## src/rtl/rst_seq_pkg.sv

```systemverilog
// rst_seq_pkg: shared types and width helpers for the reset sequencer.
// Holds the FSM state encoding and sizing functions for counters/indices.
package rst_seq_pkg;

  typedef enum logic [2:0] {
    HOLD,
    WAIT_DONE,
    GAP,
    READY,
    FAULT
  } state_e;

  // Bits needed to hold values 0..v-1, never less than one bit.
  function automatic int unsigned cw(input int unsigned v);
    return (v <= 1) ? 1 : $clog2(v);
  endfunction

  function automatic int unsigned max3(
    input int unsigned a,
    input int unsigned b,
    input int unsigned c
  );
    int unsigned m;
    m = (a > b) ? a : b;
    return (m > c) ? m : c;
  endfunction

endpackage

```

## src/rtl/rst_seq_ctrl.sv

```systemverilog
// rst_seq_ctrl: releases downstream reset domains one at a time in index
// order, with per-stage timeout, bounded retry and software restart.
module rst_seq_ctrl
  import rst_seq_pkg::*;
#(
  parameter int unsigned NUM_STAGES  = 4,
  parameter int unsigned HOLD_CYC    = 16,
  parameter int unsigned GAP_CYC     = 8,
  parameter int unsigned TIMEOUT_CYC = 65535,
  parameter int unsigned MAX_RETRY   = 3,
  localparam int unsigned SW = cw(NUM_STAGES)
) (
  input  logic                  clk,
  input  logic                  rst,
  input  logic                  sw_rst_req,
  input  logic [NUM_STAGES-1:0] stage_done,
  output logic [NUM_STAGES-1:0] stage_rst,
  output logic                  all_ready,
  output logic [SW-1:0]         cur_stage,
  output logic                  timeout_err,
  output logic                  fault
);

  localparam int unsigned CNT_MAX =
    max3(HOLD_CYC, GAP_CYC, TIMEOUT_CYC);
  localparam int unsigned CW = cw(CNT_MAX + 1);
  localparam int unsigned RW = cw(MAX_RETRY + 1);

  localparam logic [CW-1:0] HOLD_LAST = CW'(HOLD_CYC - 1);
  localparam logic [CW-1:0] GAP_LAST =
    CW'((GAP_CYC == 0) ? 0 : GAP_CYC - 1);
  localparam logic [CW-1:0] TO_LAST = CW'(TIMEOUT_CYC - 1);
  localparam logic [SW-1:0] LAST_STG = SW'(NUM_STAGES - 1);
  localparam logic [RW-1:0] RTY_LIM = RW'(MAX_RETRY);
  localparam logic [NUM_STAGES-1:0] ONE = NUM_STAGES'(1);

  state_e                state_q, state_d;
  logic [CW-1:0]         cnt_q, cnt_d;
  logic [SW-1:0]         cur_q, cur_d;
  logic [RW-1:0]         rty_q, rty_d;
  logic [NUM_STAGES-1:0] srst_q, srst_d;
  logic                  rdy_q, rdy_d;
  logic                  terr_q, terr_d;
  logic                  flt_q, flt_d;
  logic [SW-1:0]         nxt;
  logic [RW-1:0]         rty_inc;

  assign nxt     = cur_q + SW'(1);
  assign rty_inc = rty_q + RW'(1);

  // Next-state logic; a software request overrides every other event.
  always_comb begin
    state_d = state_q;
    cnt_d   = cnt_q + CW'(1);
    cur_d   = cur_q;
    rty_d   = rty_q;
    srst_d  = srst_q;
    rdy_d   = rdy_q;
    terr_d  = terr_q;
    flt_d   = flt_q;
    if (sw_rst_req) begin
      state_d = HOLD;
      cnt_d   = '0;
      cur_d   = '0;
      rty_d   = '0;
      srst_d  = '1;
      rdy_d   = 1'b0;
      flt_d   = 1'b0;
    end else begin
      unique case (state_q)
        HOLD: begin
          if (cnt_q == HOLD_LAST) begin
            state_d = WAIT_DONE;
            cnt_d   = '0;
            cur_d   = '0;
            srst_d  = srst_q & ~ONE;
          end
        end
        WAIT_DONE: begin
          if (stage_done[cur_q]) begin
            cnt_d = '0;
            if (cur_q == LAST_STG) begin
              state_d = READY;
              rdy_d   = 1'b1;
            end else if (GAP_CYC == 0) begin
              cur_d  = nxt;
              srst_d = srst_q & ~(ONE << nxt);
            end else begin
              state_d = GAP;
            end
          end else if (cnt_q == TO_LAST) begin
            cnt_d  = '0;
            cur_d  = '0;
            srst_d = '1;
            terr_d = 1'b1;
            rty_d  = rty_inc;
            if (rty_inc == RTY_LIM) begin
              state_d = FAULT;
              flt_d   = 1'b1;
            end else begin
              state_d = HOLD;
            end
          end
        end
        GAP: begin
          if (cnt_q == GAP_LAST) begin
            state_d = WAIT_DONE;
            cnt_d   = '0;
            cur_d   = nxt;
            srst_d  = srst_q & ~(ONE << nxt);
          end
        end
        READY: cnt_d = cnt_q;
        FAULT: cnt_d = cnt_q;
        default: begin
          state_d = HOLD;
          cnt_d   = '0;
          cur_d   = '0;
          srst_d  = '1;
          rdy_d   = 1'b0;
        end
      endcase
    end
  end

  // State and output registers with synchronous reset.
  always_ff @(posedge clk) begin
    if (rst) begin
      state_q <= HOLD;
      cnt_q   <= '0;
      cur_q   <= '0;
      rty_q   <= '0;
      srst_q  <= '1;
      rdy_q   <= 1'b0;
      terr_q  <= 1'b0;
      flt_q   <= 1'b0;
    end else begin
      state_q <= state_d;
      cnt_q   <= cnt_d;
      cur_q   <= cur_d;
      rty_q   <= rty_d;
      srst_q  <= srst_d;
      rdy_q   <= rdy_d;
      terr_q  <= terr_d;
      flt_q   <= flt_d;
    end
  end

  assign stage_rst   = srst_q;
  assign all_ready   = rdy_q;
  assign cur_stage   = cur_q;
  assign timeout_err = terr_q;
  assign fault       = flt_q;

endmodule

```

## config.mk

```make
export PLATFORM = sky130hd
export DESIGN_NAME = rst_seq_ctrl
export DESIGN_NICKNAME = d
export VERILOG_FILES = /design/src/rtl/rst_seq_pkg.sv /design/src/rtl/rst_seq_ctrl.sv
export SDC_FILE = /design/constraint.sdc
export NUM_CORES = 1
export LEC_CHECK = 0
export CAP_MARGIN = 20
export CORE_UTILIZATION = 50
export CTS_BUF_LIST = sky130_fd_sc_hd__clkbuf_8
export CTS_CLUSTER_SIZE = 16
export DETAILED_ROUTE_END_ITERATION = 10
export PLACE_DENSITY = 0.71
export SLEW_MARGIN = 0
export SYNTH_ARGS = -nofsm -noshare
export SYNTH_HDL_FRONTEND = slang
export SYNTH_SLANG_ARGS = --single-unit
```

## constraint.sdc

```tcl
create_clock -name clk -period 2.9 [get_ports clk]
set_input_delay 0.58 -clock clk [delete_from_list [all_inputs] [get_ports clk]]
set_output_delay 0.58 -clock clk [all_outputs]
set_load 0.03 [all_outputs]
```

# --- Word level (Yosys, flattened, before mapping) ---
# Cells that the tools add are included.
totals:
  ramBits: 0
  inputBits: 7
  rom_bits: 0
  ff_bits: 30
  latch_bits: 0
  output_inout_bits: 9
  mem_count: 0
  word_cells: 75
op_classes:
  eq_ne: 16
  mul: 0
  muxes: 27
  n_reduce_logical: 11
  shift: 1
  bitwise: 7
  magnitude_cmp: 1
  div: 0
  n_addsub: 3
op_table:
  columns: ["cell", "count"]
  rows:
  - ["$mux 16", 4]
  - ["$pmux 16 s4", 1]
  - ["$add 16x1->16 const B", 1]
  - ["$eq 16x16->1 const B", 1]
  - ["$eq 16x3->1 const B", 1]
  - ["$eq 16x4->1 const B", 1]
  - ["$pmux 4 s4", 1]
  - ["$mux 3", 5]
  - ["$mux 4", 3]
  - ["$ne 2x2->1 const B", 6]
  - ["$pmux 3 s4", 1]
  - ["$reduce_and 4->1", 3]
  - ["$reduce_and 5->1", 2]
  - ["$mux 2", 4]
  - ["$pmux 2 s4", 1]
  - ["$eq 3x2->1 const B", 2]
  - ["$reduce_and 3->1", 2]
  - ["$mux 1", 5]
  - ["$not 1->1", 5]
  - ["$add 2x1->2 const B", 2]
  - ["$and 4x4->4", 1]
  - ["$eq 2x2->1 const B", 2]
  - ["$not 4->4", 1]
  - ["$reduce_or 2->1", 2]
  - ["other kinds (9)", 9]

# --- Longest topological paths before layout ---
# Gate-level depths: netlist (run 1).
logic_depth:
  depth_word: 6
  mapped_depth: 8

# --- Worst setup path after synthesis (run 1) ---
# Ideal clock, no wire load.
synth_path:
  path_kind: "register -> register"
  from: "register cur_q[0] (netlist: cur_stage[0])"
  to: "register cnt_q[12]"
  t_arrival_ns: 2.118
  path_slack_ns: 0.724
  n_path_buf: 1
  path_stages_with_launch: 7
  setup_ns: 0.058
  path_cell_list: "dfxtp_1 -> mux4_2 -> nor3_1 -> o21ai_1 -> buf_2 -> a221oi_1 -> a21o_1"
synth_via:
  elab_chain_cells: 4
synth_rtl:
  columns: ["element", "line", "rtl"]
  rows:
  - ["from (decl)", "rst_seq_ctrl.sv:39", "logic [SW-1:0] cur_q, cur_d;"]
  - ["from (signal assigned)", "rst_seq_ctrl.sv:140", "cur_q <= cur_d;"]
  - ["$bmux 1 s2", "rst_seq_ctrl.sv:80", "if (stage_done[cur_q]) begin"]
  - ["$mux 1 (implied by the code)", "rst_seq_ctrl.sv:80", null]
  - ["$mux 16", "rst_seq_ctrl.sv:80", null]
  - ["$pmux 16 s4", "rst_seq_ctrl.sv:70", "unique case (state_q)"]
  - ["to (signal assigned)", "rst_seq_ctrl.sv:139", "cnt_q <= cnt_d;"]
  - ["to (decl)", "rst_seq_ctrl.sv:38", "logic [CW-1:0] cnt_q, cnt_d;"]
# Every way passes these cells. The select of a mux whose other input is x is not followed.
# A chain may end at the register's enable or synchronous reset.

# --- Final worst setup path (run 1) ---
layout_path:
  from: "input port stage_done[3]"
  to: "register cnt_q[5]"
layout_via:
  elab_chain_cells: 4
layout_rtl:
  columns: ["element", "line", "rtl"]
  rows:
  - ["from (decl)", "rst_seq_ctrl.sv:16", "input logic [NUM_STAGES-1:0] stage_done,"]
  - ["$bmux 1 s2", "rst_seq_ctrl.sv:80", null]
  - ["$mux 1 (implied by the code)", "rst_seq_ctrl.sv:80", null]
  - ["$mux 16", "rst_seq_ctrl.sv:80", null]
  - ["$pmux 16 s4", "rst_seq_ctrl.sv:70", null]
# Every way passes these cells. The select of a mux whose other input is x is not followed.

==> results of run 1 <==
placed cells by master, fill, tap and decap left out, types with 2 or more instances in the layout:
cell	count
nand2_1	31
dfxtp_1	30
nor2_1	16
clkdlybuf4s50_1	15
inv_1	13
a21oi_1	12
o21ai_0	11
nand3_1	9
nand4_1	9
ha_1	7
buf_4	7
a21o_1	6
nor3_1	5
a221oi_1	5
o221ai_1	5
clkbuf_8	5
or3_1	4
o211ai_1	4
or2_2	3
nor4_1	3
or4_1	3
nor2b_1	2
or4_4	2
nand2b_1	2
nor4b_1	2
and4_1	2
xor2_1	2
a211o_1	2
and2_1	2
state kept, by name, summed over array words and instances (netlist names):
register	count
all_ready	1
stage_rst	4
state_q	3
cur_stage	2
fault	1
rty_q	2
timeout_err	1
cnt_q	16
how the worst max path moves through the flow:
stage	startpoint	slack (ns)	endpoint	depth (start not counted)
2_1_floorplan	cur_stage[0]$_SDFFE_PP0P_	0.72	cnt_q[12]$_SDFFE_PP0N_	6
3_3_place_gp	stage_done[3]	0.20	cnt_q[5]$_SDFFE_PP0N_	6
3_5_place_dp	stage_done[3]	0.12	cnt_q[5]$_SDFFE_PP0N_	6
4_1_cts	stage_done[3]	0.38	cnt_q[5]$_SDFFE_PP0N_	6
5_1_grt	cnt_q[4]$_SDFFE_PP0N_	0.17	cnt_q[5]$_SDFFE_PP0N_	5
6_report	stage_done[3]	0.34	cnt_q[5]$_SDFFE_PP0N_	6
power by group through the flow:
stage	Sequential [mW]	Clock, mW	Combinational, mW
detailed placement	0.425	0	0.0259
global route	0.416	0.332	0.0287
floorplan	0.424	0	0.0131
CTS	0.416	0.314	0.0261
finish	0.416	0.311	0.0268
global placement	0.425	0	0.0257
through the flow:
| step | setup slack, ns | hold WS (ns) | cells |
|---|---|---|---|
| 3_5_place_dp | 0.116 | 0.444 | 276 |
| 5_1_grt | 0.174 | 0.484 | 283 |
| 4_1_cts | 0.383 | 0.454 | 283 |
| 2_1_floorplan | 0.724 | 0.468 | 219 |
| 6_report | 0.339 | 0.446 | 283 |
| 3_3_place_gp | 0.199 | 0.437 | 276 |
layer usage:
metal,global-route usage,wire length [um]
met2,0.403,2000
met4,0.120,89
met3,0.0576,183
met5,0,0
met1,0.312,1960
layout make-up:
type                    instances  area (um^2)  share of cell area
clock buffers                   5         68.8              0.0339
clock inverters                 2         7.51             0.00370
inverters                      11         41.3              0.0203
multi-input cells             167         1050               0.518
flip-flops and latches         30          601               0.296
well taps                      46         57.6              0.0283
repair buffers                 22          203              0.0998
worst register-to-register path: stages, from the launching register on:
cell and delay (ns):
dfxtp_1 0.43, nand4_1 0.30, or4_4 0.53, o21ai_1 0.67, a2111oi_0 0.25, a211o_1 0.27
cell families (layout without fill, tap and decap cells):
group | count (synthesis) | count (layout) | share of synthesized area
flip-flops | 30 | 30 | 0.345
buffers and inverters | 22 | 40 | 0.0496
adder cells (fa/ha/maj) | 7 | 7 | 0.0504
AO/OA/AOI/OAI | 57 | 57 | 0.226
AND/OR/NAND/NOR | 98 | 98 | 0.295
XOR/XNOR | 3 | 3 | 0.0151
multiplexers | 2 | 2 | 0.0187
==> impl_results.md, run 1 <==
- Status: finished clean
- Leak: 0.756 nW
- Top FF cell, synth: dfxtp_1
- RD Place Congestion: 0.864
- Via count: 1708
- Vias per std cell: 6.04
- Seq pwr share: 0.552
- Post-synthesis net count: 233
- Synth Instances: 219
- Yosys top cell by area: dfxtp_1
- GRT overflow: 0
- CP arrival: 2.79 ns
- Sequential element share of the synthesized area: 0.345
- Drt pass-1 iters: 4
- R2R depth: 5
- Post-synth top area share: 0.345
- Max stage delay on crit path: 0.55 ns
- Initial antenna violation count: 0
- Sw frac: 0.224
- P_int: 0.585 mW
- Relative max-transition margin: 0.458
- Filler instances: 311
- Placeable Area: 0.00334 mm^2
- Worst-path fanout max: 12
- Critical path, cell by cell: clkdlybuf4s50_1, mux4_2, nor3_1, o21ai_1, a2111oi_0, a211o_1
- Final setup violation count: 0
- Global-route wire length before repair: 6.64 mm
- Total Power: 0.754 mW
- Largest net degree at the start of global routing: 21
- Initial DRC Count: 69
- Die area: 0.00372 mm^2
- Max VDD drop: 228 uV
- Wire per inst: 14.9 um
- Switching power: 0.169 mW
- CP Launch Type: input port
- Max-slew violations: 0
- Layout Utilization: 0.609
- Logic pwr share: 0.036
- CTS Buf Count: 5
- Final hold vios: 0
- Die X: 61.0 um
- Post-synth EDFFs: 0
- CTS clk-pin slew, worst paths: 0.06 ns
- Post-CTS Hold Fix Bufs: 0
- RSZ-0062 raised after global routing: false
- Hold/Removal Path Class: reg2reg
- Most instantiated cells after synthesis: nand2_1, dfxtp_1, nor2_1
- CP bufs+invs: 1
- IO Pins: 16
- Synth Area per Inst: 7.94 um^2
- TNS Setup: 0 ns
- Placed inst area: 0.00195 mm^2
- Slowest cell on crit path: mux4_2
- Die span in y: 61.0 um
- Data required, critical path: 3.13 ns
- Post-DP HPWL: 3.09 mm
- Hold Path Depth: 2
- End point of the worst hold path: fault$_SDFFE_PP0P_
- DRC violations left: 0
- Family with the most delay on the worst path: compound AO/OA/AOI/OAI gates
- Starting density of the core: 0.521
- # resized after CTS: 0
- Clock power share: 0.413
- Clk Latency, worst-skew pair: 0.28 ns
- Finished Cell Area: 0.00203 mm^2
- Syn. warnings: 0
- H-Tree Depth: 2
- Number of global-route vias before repair: 1493
- Routed wire length: 4.23 mm
- Routed Antenna Nets: 0
- Maximum clock insertion buffer count: 2
- Diodes inserted: 0
- Worst R2R End: cnt_q[5]$_SDFFE_PP0N_
- Layout area overhead: 16.8%
- Cell area power density: 371 mW/mm^2
- Ys async rst share: 0
- CTS tree: yes
- Area contributors post-synth: dfxtp_1, nand2_1, ha_1
- R2r setup slk: 0.35 ns
- Gr usage total: 0.249
- Post-CTS setup buffer count: 0
- Clock Sinks: 30
- Final #Nets: 251
- Tcrit/Tclk final: 0.883
- Critical path type: in2reg
- CP endpoint kind: flop
- # rows: 21
- CTS Root Cell: clkbuf_8
- Share of layout cells above drive strength 1: 0.0886
- Synth Register Bits: 30
- IO Port Bufs: 15
- Tmin final: 2.56 ns
- Max Cap Viol: 0
- Fmax: 391 MHz
- Max Clock Skew: 0.00435 ns
- Worst r2r src: cnt_q[4]$_SDFFE_PP0N_
- Post-Syn Area: 0.00174 mm^2
- Unique cell type count in the Yosys netlist: 46
- Hold wc startpoint: fault$_SDFFE_PP0P_
- Worst-Margin Slew: 0.807 ns
- Most instantiated library cell after synthesis: nand2_1
Note: power is estimated with default switching activity, not from simulation.
==> run 2: changes to the inputs <==
--- a/config.mk
+++ b/config.mk
@@ -6,11 +6,12 @@
 export NUM_CORES = 1
 export LEC_CHECK = 0
 export CAP_MARGIN = 20
-export CORE_UTILIZATION = 50
+export CORE_UTILIZATION = 49
 export CTS_BUF_LIST = sky130_fd_sc_hd__clkbuf_8
 export CTS_CLUSTER_SIZE = 16
 export DETAILED_ROUTE_END_ITERATION = 10
-export PLACE_DENSITY = 0.71
+export PLACE_DENSITY = 0.7
+export REMOVE_ABC_BUFFERS = 1
 export SLEW_MARGIN = 0
 export SYNTH_ARGS = -nofsm -noshare
 export SYNTH_HDL_FRONTEND = slang
==> run 2 against run 1 <==
Compared with the run above: setup slack gained 0.012 ns; sequential share of layout area shrank 0.62 points; fmax grew 0.48%; count of clock-buffer cells in the layout grew 1; critical endpoint unchanged; critical path type is now reg2reg; clock power grew 71%.
==> impl_results.md, run 2 (synthesis results as in run 1) <==
- Clock power share: 0.546
- Tcrit/Tclk final: 0.879
- Post-CTS Hold Fix Bufs: 0
- P_int: 0.792 mW
- Status: finished clean
- Wire per inst: 14.8 um
- Initial DRC Count: 115
- Fmax: 392 MHz
- Post-DP HPWL: 2.93 mm
- Cell area power density: 469 mW/mm^2
- Max stage delay on crit path: 0.66 ns
- Leak: 0.765 nW
- H-Tree Depth: 2
- Max reg flops: 16
- Maximum clock insertion buffer count: 2
- Routed Antenna Nets: 0
- Critical path, cell by cell: nand4_1, or4_4, o21ai_1, a2111oi_0, a211o_1
- Final #Nets: 248
- # rows: 21
- Critical path type: reg2reg
- Hold/Removal Path Class: reg2reg
- Via count: 1704
- CP bufs+invs: 0
- RD Place Congestion: 0.854
- CP arrival: 2.73 ns
- Final setup violation count: 0
- Clock Sinks: 30
- RSZ-0062 raised after global routing: false
- Number of global-route vias before repair: 1500
- Dpl ws: 0.168 ns
- Worst-Margin Slew: 0.800 ns
- Finished Cell Area: 0.00207 mm^2
- Placeable Area: 0.00336 mm^2
- Gr usage total: 0.240
- CTS Buf Count: 5
- Diodes inserted: 0
- # resized after CTS: 0
- Starting density of the core: 0.517
- Relative max-transition margin: 0.463
- Placed inst area: 0.00193 mm^2
- Routed wire length: 4.15 mm
- Layout area overhead: 19.3%
- Fin cells: 281
- Die span in y: 61.6 um
- Max Cap Viol: 0
- Vias per std cell: 6.06
- Initial antenna violation count: 0
- TNS Setup: 0 ns
- Logic pwr share: 0.026
- Post-CTS setup buffer count: 0
- CTS clk-pin slew, worst paths: 0.07 ns
- IO Pins: 16
- Filler instances: 325
- Switching power: 0.181 mW
- Largest net degree at the start of global routing: 21
- Commonest non-fill, non-tap cell in the layout: nand2_1
- GRT overflow: 0
- CP Launch Type: flop
- Family with the most delay on the worst path: compound AO/OA/AOI/OAI gates
- Biggest register: cnt_q
- Sw frac: 0.186
- Worst-path fanout max: 12
- Global-route wire length before repair: 6.61 mm
- Placed cell count: 273
- Clk Latency, worst-skew pair: 0.28 ns
- Max Clock Skew: 0.00579 ns
- Stages on worst setup path: 5
- Tmin final: 2.55 ns
- Slowest cell on crit path: o21ai_1
- CTS Root Cell: clkbuf_8
- Die area: 0.00379 mm^2
- Most frequent cells in the layout: nand2_1, dfxtp_1, nor2_1
- Die X: 61.6 um
- Hold Path Depth: 2
- Seq pwr share: 0.428
- R2R depth: 5
- CTS tree: yes
- Drt pass-1 iters: 5
- Max VDD drop: 298 uV
- Worst setup margin: 0.351 ns
- Share of layout cells above drive strength 1: 0.0894
- IO Port Bufs: 15
- DRC violations left: 0
- Max-slew violations: 0
- Data required, critical path: 3.08 ns
- CP endpoint kind: flop
- Final hold vios: 0
==> run 2: cell count changes in the layout (fill, tap and decap cells not counted) <==
cell / before / now
buf_4: 7 / 4
bufinv_16: 0 / 2
clkbuf_8: 5 / 6
inv_1: 13 / 11
==> run 2: metal layers <==
layer,share of wire,track usage
met2,0.50,0.421
met1,0.46,0.284
met5,0,0
met4,0.0077,0.0762
met3,0.038,0.0651
==> run 2: layout make-up <==
| cell class | instances | area (um^2) | share of cell area |
|---|---|---|---|
| Inverter | 11 | 41.3 | 0.0199 |
| Multi-Input combinational cell | 167 | 1050 | 0.507 |
| Timing Repair Buffer | 19 | 180 | 0.0869 |
| Sequential cell | 30 | 601 | 0.290 |
| Tap cell | 46 | 57.6 | 0.0277 |
| Clock buffer | 6 | 82.6 | 0.0398 |
| Clock inverter | 2 | 60.1 | 0.0290 |
==> run 2: stage by stage <==
step                power (mW)   util  hold slack (ns)
finish                   0.973  0.617            0.451
global route              1.00  0.617            0.479
CTS                      0.980  0.617            0.455
detailed placement       0.451  0.574            0.443
global placement         0.450  0.574            0.437
floorplan                0.437      -            0.468
==> run 2: final timing paths <==
kind / from / endpoint / slack [ns]
max: cnt_q[2]$_SDFFE_PP0N_ / cnt_q[5]$_SDFFE_PP0N_ / 0.35
min: fault$_SDFFE_PP0P_ / fault$_SDFFE_PP0P_ / 0.45
max reg2reg: cnt_q[2]$_SDFFE_PP0N_ / cnt_q[5]$_SDFFE_PP0N_ / 0.35
min reg2reg: fault$_SDFFE_PP0P_ / fault$_SDFFE_PP0P_ / 0.45
==> run 2: worst min-delay path, cell delays in order, from the launching register on <==
cell and delay, ns:
dfxtp_1 0.31, inv_1 0.05, a21oi_1 0.05
==> run 2: power by group through the flow <==
stage | sequential, mW | clock, mW | combinational, mW
final | 0.416 | 0.532 | 0.0253
after global routing | 0.416 | 0.560 | 0.0278
after CTS | 0.416 | 0.538 | 0.0255
after detailed placement | 0.425 | 0 | 0.0254
after floorplan | 0.424 | 0 | 0.0122
after global placement | 0.425 | 0 | 0.0249
==> RTL edit (config.mk and constraints of run 1) <==
Encoding of `state_e`: now one-hot (5 bits for 5 states).
--- a/src/rtl/rst_seq_pkg.sv
+++ b/src/rtl/rst_seq_pkg.sv
@@ -3,10 +3,10 @@
 package rst_seq_pkg;
 
-  typedef enum logic [2:0] {
-    HOLD,
-    WAIT_DONE,
-    GAP,
-    READY,
-    FAULT
+  typedef enum logic [4:0] {
+    HOLD      = 5'b00001,
+    WAIT_DONE = 5'b00010,
+    GAP       = 5'b00100,
+    READY     = 5'b01000,
+    FAULT     = 5'b10000
   } state_e;
 
Formal check against the unedited RTL: same outputs for any inputs over 10 cycles, from zero or initial values and one cycle with rst high; not proved beyond that.
==> RTL edit against run 1 <==
  * Synthesized cell count shrank 5.0%
  * Setup slack gained 0.14 ns
  * Register-to-register slack gained 0.30 ns
  * Die area is 5.1% higher
  * Area after synthesis increased by 5.3%
  * Total power increased by 5.4%
  * Sequential cell count up 2
  * Via count is 5.9% lower
  * Design area is 3.5% higher
  * Global-route usage decreased by 1.7 points
  * Fmax grew 5.8%
  * Routed wire length down 1.0%
==> RTL edit: results (changes against run 1) <==
{| class="wikitable"
! Metric !! Value
|-
| Switching Power || 0.000177 W (was 0.000169 W)
|-
| Leading cell types by count after synthesis || dfxtp_1, nor2_1, nand2_1, nand3_1 (was nand2_1, dfxtp_1, nor2_1, a21oi_1)
|-
| Class of the most critical hold timing path || flop to flop (unchanged)
|-
| Result of the run || finished, final reports clean (unchanged)
|-
| Start point of the critical path || stage_done[0] (was stage_done[3])
|-
| Post-synthesis async set-or-reset flop share || 0% (unchanged)
|-
| Portion of the post-synthesis area used by sequential elements || 35.0% (was 34.5%)
|-
| Global-route wire length before repair || 7040 um (was 6640 um)
|-
| Worst-skew pair later-pin latency || 0.29 ns
|-
| Clock-pin slew reported for the worst setup and hold paths after clock tree synthesis || 0.06 ns (about the same)
|-
| Sum of net half-perimeters after detailed placement || 3210 um (was 3090 um)
|-
| Leakage || 0.709 nW (was 0.756 nW)
|-
| Number of flip-flops in the largest register || 16 (unchanged)
|-
| Number of global-route vias before repair || 1464 (was 1493)
|-
| RePlAce Congestion || 0.876 (was 0.864)
|-
| Number of antenna violations at the first check in global routing || 0 (unchanged)
|-
| Count of yosys warnings during synthesis || 0 (unchanged)
|-
| Diodes inserted || 0 (unchanged)
|-
| DRT iter0 DRCs || 153 (was 69)
|-
| Critical path peak fanout || 8 (was 12)
|-
| Number of gates resized after cts || 0 (unchanged)
|-
| Register with the highest flop count || cnt_q (unchanged)
|-
| Worst-Margin Slew || 0.652 ns (was 0.807 ns)
|-
| Number of H-tree levels || 2 (unchanged)
|-
| Startpoint of the worst hold path || fault$_SDFFE_PP0P_ (unchanged)
|-
| Maximum buffer depth of the clock tree || 2 (unchanged)
|-
| Fraction of final layout cells with drive strength greater than 1 || 14.6% (was 8.86%)
|-
| CTS buffer count || 5 (unchanged)
|-
| Vias post-DR || 1608 (was 1708)
|-
| Global routing usage summed across all routing layers || 23.2% (was 24.9%)
|-
| Number of port buffers || 15 (unchanged)
|-
| Critical R2R Launch || cur_stage[0]$_SDFFE_PP0P_ (was cnt_q[4]$_SDFFE_PP0N_)
|-
| Post-synthesis cell type count || 47 (was 46)
|-
| Ys flop type || dfxtp_1 (unchanged)
|-
| Pin count of the biggest net entering global routing || 13 (was 21)
|-
| Final Skew || 0.00548 ns (was 0.00435 ns)
|-
| Cell types occupying the most area after synthesis || dfxtp_1, ha_1, xnor2_1, nor2_1, nand2_1 (was dfxtp_1, nand2_1, ha_1, a21oi_1, nor2_1)
|-
| Iteration count of the initial detailed-routing pass || 5 (was 4)
|-
| Worst IR Drop VDD || 297 uV (was 228 uV)
|-
| Final Net Count || 241 (was 251)
|-
| Net count after synthesis || 223 (was 233)
|-
| Drt wl/cell || 15.4 um (was 14.9 um)
|-
| CTS Root Buffer Type || clkbuf_8 (unchanged)
|-
| Number of setup buffers added after CTS || 0 (unchanged)
|}
RTL edit: cell types whose count changed after synthesis, sizes merged, moves of 4 or more:
cell | before | now
xnor2 | 1 | 10
o21ai | 12 | 4
nor4 | 3 | 7
or3 | 4 | 0
a21oi | 12 | 5
nor2 | 16 | 31
a221oi | 5 | 0
nand2 | 31 | 17
o2111ai | 0 | 5
RTL edit: metrics by stage:
step                      hold slack, ns  area, um2  setup slack [ns]  utilization [%]  instances
after global routing               0.472       2100             0.382             61.5        272
final                              0.450       2100             0.480             61.5        272
after CTS                          0.451       2100             0.512             61.5        272
after global placement             0.441       2020             0.308             59.2        265
after detailed placement           0.441       2020             0.236             59.2        265
after floorplan                    0.460       1830             0.743                -        208
RTL edit: path summary, 6_finish.rpt:
path | to | slack [ns] | cells after the start
worst min-delay path | fault$_SDFFE_PP0P_ | 0.45 | 2
worst max-delay path | state_q[1]$_SDFFE_PP0P_ | 0.48 | 7
worst min register to register | fault$_SDFFE_PP0P_ | 0.45 | 2
worst max register to register | state_q[1]$_SDFFE_PP0P_ | 0.65 | 6
RTL edit: layout make-up:
class	instances	area, um2
Fill cell	301	1310
Timing Repair Buffer	19	180
Clock inverter	2	12.5
Clock buffer	5	68.8
Multi-Input combinational cell	160	1110
Inverter	8	30.0
Tap cell	46	57.6
Sequential cell	32	641
RTL edit: critical path, stage by stage:
cell             delay (ns)
clkdlybuf4s50_1        0.40
mux4_2                 0.52
nand4b_1               0.26
nor2b_1                0.38
buf_4                  0.24
nor2_1                 0.07
nor4_1                 0.16
RTL edit: cells by family after synthesis:
group / Yosys count / synth area share [%]
flip-flops: 32 / 35.0
XOR/XNOR: 13 / 6.22
buffers and inverters: 16 / 4.30
adder cells (fa/ha/maj): 8 / 5.46
AND/OR/NAND/NOR: 101 / 31.9
AO/OA/AOI/OAI: 35 / 14.8
multiplexers: 3 / 2.32
RTL edit: per-layer routing:
layer,share of wire (%),up-vias,wire length (um),global-route usage (%)
li1,-,791,-,-
met1,46,769,1920,30.9
met2,48,44,2030,36.5
met3,4.7,4,197,5.47
met4,0.98,0,41,7.85
met5,0,-,0,0
RTL edit: power groups by stage:
stage	clock [W]	combinational, W	sequential [W]
2_1_floorplan	0	0.0000166	0.000452
3_3_place_gp	0	0.0000284	0.000453
3_5_place_dp	0	0.0000290	0.000453
4_1_cts	0.000331	0.0000291	0.000443
5_1_grt	0.000353	0.0000321	0.000443
6_report	0.000322	0.0000290	0.000443
